--- src/rtl/uart_event_rx_if.sv ---
// Record output port of the event-logger UART receiver: valid/ready handshake
// carrying one reassembled timestamp record.
interface uart_event_rx_if #(
   parameter int ID_W = 16,
   parameter int TS_W = 64
);
   logic            rec_valid;
   logic            rec_ready;
   logic [ID_W-1:0] rec_id;
   logic [TS_W-1:0] rec_start_ts;
   logic [TS_W-1:0] rec_end_ts;
   logic [TS_W-1:0] rec_delta;

   modport master (
      output rec_valid, rec_id, rec_start_ts, rec_end_ts, rec_delta,
      input  rec_ready
   );

   modport slave (
      input  rec_valid, rec_id, rec_start_ts, rec_end_ts, rec_delta,
      output rec_ready
   );
endinterface

--- src/rtl/uart_event_rx.sv ---
// Event-logger UART receiver: 8N1 byte deserialiser plus header-hunting record
// reassembler with XOR checksum, inter-byte timeout and a held valid/ready output.
//
// byte FSM  | meaning
// B_IDLE    | line idle, waiting for a falling edge
// B_START   | half a bit in, confirming the start bit
// B_DATA    | sampling 8 data bits, LSB first
// B_STOP    | sampling the stop bit
// B_BRK     | stop bit was low, waiting for the line to return high
//
// record FSM | meaning
// R_HUNT     | discarding bytes until a 0xA5 header
// R_BODY     | collecting id/start/end/delta payload bytes
// R_CSUM     | next byte is the checksum
module uart_event_rx #(
   parameter int CLK_HZ  = 100_000_000,
   parameter int BAUD    = 1_000_000,
   parameter int ID_W    = 16,
   parameter int TS_W    = 64,
   parameter int TO_BITS = 32
) (
   input  logic            clk,
   input  logic            rst_n,
   input  logic            rx,
   uart_event_rx_if.master rec,
   output logic            err_frame,
   output logic            err_csum,
   output logic            err_overrun
);
   localparam int DIV       = CLK_HZ / BAUD;
   localparam int PAY_BYTES = ID_W/8 + 3*(TS_W/8);
   localparam int PAY_W     = 8*PAY_BYTES;
   localparam int TO_CLKS   = TO_BITS*DIV;
   localparam int BT_W      = $clog2(DIV);
   localparam int TO_W      = $clog2(TO_CLKS);
   localparam int BC_W      = $clog2(PAY_BYTES);

   localparam logic [BT_W-1:0] BIT_FULL = BT_W'(DIV-1);
   localparam logic [BT_W-1:0] BIT_HALF = BT_W'(DIV/2-1);
   localparam logic [TO_W-1:0] TO_LOAD  = TO_W'(TO_CLKS-1);
   localparam logic [BC_W-1:0] BC_LAST  = BC_W'(PAY_BYTES-1);
   localparam logic [7:0]      HDR      = 8'hA5;

   localparam logic [2:0] B_IDLE  = 3'd0;
   localparam logic [2:0] B_START = 3'd1;
   localparam logic [2:0] B_DATA  = 3'd2;
   localparam logic [2:0] B_STOP  = 3'd3;
   localparam logic [2:0] B_BRK   = 3'd4;

   localparam logic [1:0] R_HUNT = 2'd0;
   localparam logic [1:0] R_BODY = 2'd1;
   localparam logic [1:0] R_CSUM = 2'd2;

   logic            rx_meta, rx_s;
   logic [2:0]      b_st;
   logic [BT_W-1:0] bit_tmr;
   logic [2:0]      bit_cnt;
   logic [7:0]      shreg;
   logic            byte_stb;

   logic [1:0]       r_st;
   logic [BC_W-1:0]  byte_cnt;
   logic [7:0]       run_xor;
   logic [PAY_W-1:0] pay;
   logic [TO_W-1:0]  to_tmr;
   logic             timeout;
   logic             out_free;

   always_ff @(posedge clk or negedge rst_n) begin
      if (!rst_n) begin
         rx_meta <= 1'b1;
         rx_s    <= 1'b1;
      end else begin
         rx_meta <= rx;
         rx_s    <= rx_meta;
      end
   end

   // shreg is only shifted in B_DATA, so it still holds the byte when byte_stb fires
   always_ff @(posedge clk or negedge rst_n) begin
      if (!rst_n) begin
         b_st      <= B_IDLE;
         bit_tmr   <= '0;
         bit_cnt   <= '0;
         shreg     <= '0;
         byte_stb  <= 1'b0;
         err_frame <= 1'b0;
      end else begin
         byte_stb  <= 1'b0;
         err_frame <= 1'b0;
         case (b_st)
            B_IDLE: begin
               if (!rx_s) begin
                  b_st    <= B_START;
                  bit_tmr <= BIT_HALF;
               end
            end
            B_START: begin
               if (bit_tmr == '0) begin
                  if (rx_s) begin
                     b_st <= B_IDLE;
                  end else begin
                     b_st    <= B_DATA;
                     bit_tmr <= BIT_FULL;
                     bit_cnt <= '0;
                  end
               end else begin
                  bit_tmr <= bit_tmr - 1'b1;
               end
            end
            B_DATA: begin
               if (bit_tmr == '0) begin
                  shreg   <= {rx_s, shreg[7:1]};
                  bit_tmr <= BIT_FULL;
                  if (bit_cnt == 3'd7) b_st <= B_STOP;
                  else                 bit_cnt <= bit_cnt + 1'b1;
               end else begin
                  bit_tmr <= bit_tmr - 1'b1;
               end
            end
            B_STOP: begin
               if (bit_tmr == '0) begin
                  if (rx_s) begin
                     byte_stb <= 1'b1;
                     b_st     <= B_IDLE;
                  end else begin
                     err_frame <= 1'b1;
                     b_st      <= B_BRK;
                  end
               end else begin
                  bit_tmr <= bit_tmr - 1'b1;
               end
            end
            B_BRK: begin
               if (rx_s) b_st <= B_IDLE;
            end
            default: b_st <= B_IDLE;
         endcase
      end
   end

   assign timeout  = !byte_stb && (to_tmr == '0);
   assign out_free = !rec.rec_valid || rec.rec_ready;

   always_ff @(posedge clk or negedge rst_n) begin
      if (!rst_n) begin
         r_st             <= R_HUNT;
         byte_cnt         <= '0;
         run_xor          <= '0;
         pay              <= '0;
         to_tmr           <= '0;
         err_csum         <= 1'b0;
         err_overrun      <= 1'b0;
         rec.rec_valid    <= 1'b0;
         rec.rec_id       <= '0;
         rec.rec_start_ts <= '0;
         rec.rec_end_ts   <= '0;
         rec.rec_delta    <= '0;
      end else begin
         err_csum    <= 1'b0;
         err_overrun <= 1'b0;
         if (rec.rec_valid && rec.rec_ready) rec.rec_valid <= 1'b0;

         if (byte_stb)            to_tmr <= TO_LOAD;
         else if (to_tmr != '0)   to_tmr <= to_tmr - 1'b1;

         case (r_st)
            R_HUNT: begin
               if (byte_stb && shreg == HDR) begin
                  r_st     <= R_BODY;
                  byte_cnt <= '0;
                  run_xor  <= '0;
               end
            end
            R_BODY: begin
               if (err_frame || timeout) begin
                  r_st <= R_HUNT;
               end else if (byte_stb) begin
                  pay     <= {pay[PAY_W-9:0], shreg};
                  run_xor <= run_xor ^ shreg;
                  if (byte_cnt == BC_LAST) r_st <= R_CSUM;
                  else                     byte_cnt <= byte_cnt + 1'b1;
               end
            end
            R_CSUM: begin
               if (err_frame || timeout) begin
                  r_st <= R_HUNT;
               end else if (byte_stb) begin
                  r_st <= R_HUNT;
                  if (shreg != run_xor) begin
                     err_csum <= 1'b1;
                  end else if (out_free) begin
                     rec.rec_valid    <= 1'b1;
                     rec.rec_id       <= pay[PAY_W-1 -: ID_W];
                     rec.rec_start_ts <= pay[3*TS_W-1 -: TS_W];
                     rec.rec_end_ts   <= pay[2*TS_W-1 -: TS_W];
                     rec.rec_delta    <= pay[TS_W-1:0];
                  end else begin
                     err_overrun <= 1'b1;
                  end
               end
            end
            default: r_st <= R_HUNT;
         endcase
      end
   end
endmodule
--- src/flat_wrapper.sv ---
// flat-port wrapper written by rule: the top's interface ports become plain ports
module uart_event_rx_flat 
#(
   parameter int CLK_HZ  = 100_000_000,
   parameter int BAUD    = 1_000_000,
   parameter int ID_W    = 16,
   parameter int TS_W    = 64,
   parameter int TO_BITS = 32
)
  (clk, rst_n, rx, err_frame, err_csum, err_overrun, rec_rec_valid, rec_rec_id, rec_rec_start_ts, rec_rec_end_ts, rec_rec_delta, rec_rec_ready);
  uart_event_rx_if #(.ID_W(ID_W), .TS_W(TS_W)) rec_i ();
  input  logic clk;
  input  logic rst_n;
  input  logic rx;
  output logic err_frame;
  output logic err_csum;
  output logic err_overrun;
  output wire logic [$bits(rec_i.rec_valid)-1:0] rec_rec_valid;
  output wire logic [$bits(rec_i.rec_id)-1:0] rec_rec_id;
  output wire logic [$bits(rec_i.rec_start_ts)-1:0] rec_rec_start_ts;
  output wire logic [$bits(rec_i.rec_end_ts)-1:0] rec_rec_end_ts;
  output wire logic [$bits(rec_i.rec_delta)-1:0] rec_rec_delta;
  input wire logic [$bits(rec_i.rec_ready)-1:0] rec_rec_ready;
  assign rec_rec_valid = rec_i.rec_valid;
  assign rec_rec_id = rec_i.rec_id;
  assign rec_rec_start_ts = rec_i.rec_start_ts;
  assign rec_rec_end_ts = rec_i.rec_end_ts;
  assign rec_rec_delta = rec_i.rec_delta;
  assign rec_i.rec_ready = rec_rec_ready;
  uart_event_rx #(.CLK_HZ(CLK_HZ), .BAUD(BAUD), .ID_W(ID_W), .TS_W(TS_W), .TO_BITS(TO_BITS)) u_core (.clk(clk), .rst_n(rst_n), .rx(rx), .rec(rec_i), .err_frame(err_frame), .err_csum(err_csum), .err_overrun(err_overrun));
endmodule
--- config.mk ---
export PLATFORM = sky130hd
export DESIGN_NAME = uart_event_rx_flat
export DESIGN_NICKNAME = d
export VERILOG_FILES = /design/src/rtl/uart_event_rx_if.sv /design/src/rtl/uart_event_rx.sv /design/src/flat_wrapper.sv
export SDC_FILE = /design/constraint.sdc
export NUM_CORES = 1
export LEC_CHECK = 0
export BUFFER_PORTS_ARGS = -buffer_cell sky130_fd_sc_hd__clkbuf_2
export CORE_ASPECT_RATIO = 1.1
export CORE_MARGIN = 10
export CORE_UTILIZATION = 55
export CTS_CLUSTER_DIAMETER = 120
export DETAILED_ROUTE_END_ITERATION = 16
export PLACE_DENSITY = 0.76
export SYNTH_ARGS = -nofsm -noshare
export SYNTH_HDL_FRONTEND = slang
export SYNTH_SLANG_ARGS = --single-unit
--- constraint.sdc ---
create_clock -name clk -period 2.8 [get_ports clk]
set_input_delay 0.28 -clock clk [delete_from_list [all_inputs] [get_ports clk]]
set_output_delay 0.28 -clock clk [all_outputs]
set_load 0.01 [all_outputs]
[After elaboration in Yosys (flattened, before gate mapping)]
Index checks and enable logic that the tools add are counted.
Word-level totals
  input port bits: 4
  word-level logic and storage cells: 138
  output and inout port bits: 212
  register bits: 471
Operators by class
  mux-type cells: 59
  add/subtract/negate cells: 4
  eq/ne operators: 27
  bitwise logic cells: 3
  reduce and logical (&&, ||, !) cells: 25
Operator list (number)
  $mux 7: 5
  $mux 3: 11
  $pmux 7 s4: 1
  $mux 12: 2
  $mux 8: 3
  $mux 1: 21
  $mux 5: 4
  $pmux 8 s2: 1
  $pmux 3 s5: 1
  $reduce_and 5->1: 3
  $mux 2: 7
  $ne 2x1->1 const B: 7
  $logic_not 12->1: 1
  $ne 2x2->1 const B: 6
  $reduce_and 4->1: 3
  $reduce_bool 12->1: 1
  $sub 12x1->12 const B: 1
  $pmux 5 s2: 1
  $ne 3x1->1 const B: 3
  $eq 8x8->1 const B: 1
  $ne 8x8->1: 1
  $xor 8x8->8: 1
  $logic_not 7->1: 1
  $sub 7x1->7 const B: 1
  other kinds (22): 31

[Longest topological paths before layout]
  depth in word-level cells: 7
  depth in mapped cells: 7
  mapped depth without buffers: 6

[Worst setup path after synthesis]
OpenSTA, ideal clock, no wires.
  path type: flip-flop to flip-flop
  from: register u_core.bit_tmr[2]
  to: register u_core.shreg[0]
  data arrival time: 1935 ps
  path buffers: 2
  stages on the path, launching flop included: 6
  path slack: 740 ps
  path through: dfrtp_1 buf_6 or4_4 or4_4 buf_6 mux2_4
On the way
  longest elaborated chain between the ends: 2
Ends and longest elaborated chain
  start: declaration: RTL line uart_event_rx.sv:56  | logic [BT_W-1:0] bit_tmr;
  start signal: assignment: RTL line uart_event_rx.sv:108  | bit_tmr <= bit_tmr - 1'b1;
  start signal: assignment: RTL line uart_event_rx.sv:118  | bit_tmr <= bit_tmr - 1'b1;
  start signal: assignment: RTL line uart_event_rx.sv:131  | bit_tmr <= bit_tmr - 1'b1;
  $logic_not 7->1: RTL line uart_event_rx.sv:112  | if (bit_tmr == '0) begin
  $reduce_and 2->1 (no line)
  end signal: assignment: RTL line uart_event_rx.sv:113  | shreg <= {rx_s, shreg[7:1]};
  end: declaration: RTL line uart_event_rx.sv:58  | logic [7:0] shreg;
Every way passes these cells.
A chain may end at the register's enable or synchronous reset.

[Final worst setup path]
  from: register u_core.shreg[4]
  to: register u_core.rec.rec_end_ts[10]
On the way
  longest elaborated chain between the ends: 3
Ends and longest elaborated chain
  $ne 8x8->1: RTL line uart_event_rx.sv:190  | if (shreg != run_xor) begin
  $not 1->1 (no line)
  $reduce_and 5->1 (no line)
  end signal: assignment: RTL line uart_event_rx.sv:196  | rec.rec_end_ts <= pay[2*TS_W-1 -: TS_W];
  end: declaration: RTL line uart_event_rx_if.sv:15  | output rec_valid, rec_id, rec_start_ts, rec_end_ts, rec_delta,
Every way passes these cells.

==> flow_summary.toml <==
[clock_network]
htreeDepth = 2
postCtsSetupRepairBufs = 0
cts_buffer_depth = 3
cts_root_buf = "clkbuf_16"
cts_num_sinks = 471
cts_tree = "built"
clock_latency_ps = 550
path_clk_slew_ps = 60
cts_buffers = 46

[final_layout]
finalNetCount = 1832
final_util = 0.649
syn2layout_area_growth_pct = 17.0
final.fill_count = 2544
final_layout_size_suffix_gt1_frac = 0.297
diodes = 0
final_cell_mix = "nand2_1, dfrtp_1, clkbuf_2, mux2_2, clkbuf_16"
final_common_cell = "nand2_1"

[timing]
rsz0062_at_grt = "false"
slew_headroom = 0.379
tns_ps = 0
worstMarginPinSlew_ps = 931
setup_slack_ps = 529
fmax_mhz = 440
slew_viol_final = 0
finClkSkew_ps = 15.0
hold_viol_final = 0
min_period_ps = 2270
finalCritPeriodShare = 0.811
finalSetupViolations = 0

[grt]
antenna_found_initial = 0
grt_max_degree = 127
grt_overflow = 0
grt_pass1_vias = 12545
grt_use_total = 0.199
grt_pass1_wl_um = 67500

[placement]
pre_cts_ws_ps = 563
place_congestion = 0.870
post-dp-hpwl_um = 27700
port_buffers = 215

[floorplanning]
coreArea_um2 = 33100
start_util = 0.555
io_pins = 216
rows = 70
fp.dieH_um = 212
die-area_um2 = 41100
fp.dieW_um = 194

[synth]
synthArstFlopShare = 1.00
yosys_register_bits = 471
syn_avg_cell_area_um2 = 11.4
ys_types = 61
syn_area_um2 = 18400
ys_seq_area_frac = 0.642
synthesis.nets = 1620
synthFlopType = "dfrtp_1"
syn-instance-count = 1608
yosys_warnings = 0
synth_enable_flop_cells = 0

[drt]
drt_iter0_drc = 981
ant_nets = 0
detail_route.first_pass.iterations = 5
wl_per_cell_um = 18.2
drt-total-wl_um = 41500
drc_errors = 0
dr_total_vias = 12219
routed_via_density = 5.35

[critical_path]
crit_top_cell = "buf_4"
ff2ff_path_depth = 6
crit_fanout = 60
path_class = "reg -> reg"
path_buf_inv = 2
crit_slowest_cell = "buf_4"
crit_path_start_kind = "flip-flop"
end_kind = "flip-flop"
r2r_start = "u_core.shreg[4]$_DFFE_PN0P_"
path_delay_family = "buffers and inverters"
reg2reg_to = "u_core.rec.rec_end_ts[10]$_DFFE_PN0P_"
reg2reg_slack_ps = 530
cp.required_ps = 3230
critPathArrivalTime_ps = 2700
startpoint = "u_core.shreg[4]$_DFFE_PN0P_"
max_stage_delay_ps = 620
path_cells = "xor2_1 -> nor4_1 -> nand4_1 -> buf_4 -> buf_4 -> mux2_2"

[status]
status = "finished clean"

[hold_path]
min_path_cells = 3
min_delay_worst_endpoint = "u_core.err_overrun$_DFF_PN0_"
min_from = "rec_rec_ready"
hold_class = "in -> reg"

[run]
drv_cap = 0

[pwr]
irDropWorstVdd_v = 0.000496
total_leakage_power_nw = 12.1
power_density_nw_per_um2 = 605
## cell type report
class                           instances  area, um2  area share
Tap cell                              432        541      0.0251
Sequential cell                       471      11800       0.548
Clock inverter                         17        149     0.00693
Inverter                               10       37.5     0.00175
Timing Repair Buffer                  244       1430      0.0667
Multi-Input combinational cell       1047       6220       0.289
Clock buffer                           63       1330      0.0617
## registers in the layout, indices dropped and copies added, names as in the netlist, 2 cells and up
name	flops
u_core.run_xor	8
u_core.byte_cnt	5
u_core.b_st	3
u_core.r_st	2
u_core.rec.rec_delta	64
u_core.pay	208
u_core.to_tmr	12
u_core.rec.rec_end_ts	64
u_core.bit_tmr	7
u_core.bit_cnt	3
u_core.rec.rec_id	16
u_core.shreg	8
u_core.rec.rec_start_ts	64
## cell families after synthesis
group | count (synthesis) | synth area share
flip-flops | 471 | 0.642
multiplexers | 223 | 0.138
XOR/XNOR | 13 | 0.00620
AO/OA/AOI/OAI | 74 | 0.0272
adder cells (fa/ha/maj) | 8 | 0.00545
buffers and inverters | 90 | 0.0209
AND/OR/NAND/NOR | 729 | 0.161
## how the worst max path moves through the flow
stage                                              to  slack, ps  cells past startpoint
2_1_floorplan             u_core.shreg[0]$_DFFE_PN0P_        740                      5
3_3_place_gp   u_core.rec.rec_start_ts[2]$_DFFE_PN0P_        580                      6
3_5_place_dp   u_core.rec.rec_start_ts[3]$_DFFE_PN0P_        560                      6
4_1_cts        u_core.rec.rec_start_ts[3]$_DFFE_PN0P_        530                      6
5_1_grt        u_core.rec.rec_start_ts[3]$_DFFE_PN0P_        350                      6
6_report        u_core.rec.rec_end_ts[10]$_DFFE_PN0P_        530                      6
## repair_timing
item	4_1_cts	5_1_grt
resized for setup	0	0
hold buffers	2	0
setup endpoints to repair	0	0
hold endpoints to repair	66	0
## cells in the mapped netlist (2+ instances only)
library cell | number | area, um2
or4_4 | 2 | 22.5
buf_6 | 2 | 22.5
a21o_1 | 2 | 15.0
or2_2 | 2 | 12.5
or3_1 | 5 | 31.3
ha_1 | 8 | 100
nand3_1 | 10 | 50.1
nor3_1 | 6 | 30.0
a221oi_1 | 2 | 17.5
buf_2 | 25 | 125
xor2_1 | 10 | 87.6
o21ai_0 | 8 | 40.0
o2111ai_1 | 2 | 17.5
nand4_1 | 4 | 25.0
o2bb2ai_1 | 2 | 17.5
o31a_1 | 2 | 17.5
mux2_4 | 7 | 105
nor3b_1 | 3 | 22.5
a31o_2 | 2 | 17.5
o211ai_1 | 4 | 30.0
a22o_1 | 3 | 26.3
nand4bb_1 | 2 | 22.5
nor4bb_1 | 2 | 20.0
dfrtp_1 | 469 | 11700
nand2_1 | 642 | 2410
mux2_2 | 212 | 2390
o21a_1 | 7 | 52.6
nor2b_1 | 4 | 25.0
clkbuf_1 | 48 | 180
a21oi_1 | 26 | 130
nor4_1 | 8 | 50.1
mux2i_1 | 4 | 40.0
a211oi_1 | 3 | 22.5
buf_1 | 5 | 18.8
nand2b_1 | 10 | 62.6
inv_1 | 10 | 37.5
nor2_1 | 18 | 67.6
xnor2_1 | 3 | 26.3
dfstp_2 | 2 | 52.6
## through the flow
stage          total power (W)  instances  area (um2)  hold slack (ps)
2_1_floorplan          0.00694       1608       18400            -15.6
3_3_place_gp           0.00710       2202       20000              285
3_5_place_dp           0.00711       2202       20000              297
4_1_cts                 0.0131       2284       21500             39.7
5_1_grt                 0.0134       2284       21500             76.5
6_report                0.0130       2284       21500             73.7
## worst register-to-register path, stage by stage, from the launching register on
cell     delay (ps)
dfrtp_1         470
xor2_1          240
nor4_1           70
nand4_1         130
buf_4           160
buf_4           620
mux2_2          460
## layer usage
metal  global-route usage  routed length [um]  part of all wire  vias to the layer above
met5                    0                   0                 0                        -
met4               0.0518                 809             0.020                        0
met3               0.0489                2390             0.058                       60
met2                0.338               21100              0.51                      270
met1                0.250               17200              0.41                     6191
li1                     -                   -                 -                     5698
## report_power, final
part           switching (W)  leakage, nW  internal, W
Combinational       0.000135         4.85    0.0000294
Clock                0.00253        0.737      0.00349
Sequential        0.00000166         6.57      0.00681
Note: power is estimated with default switching activity, not from simulation.
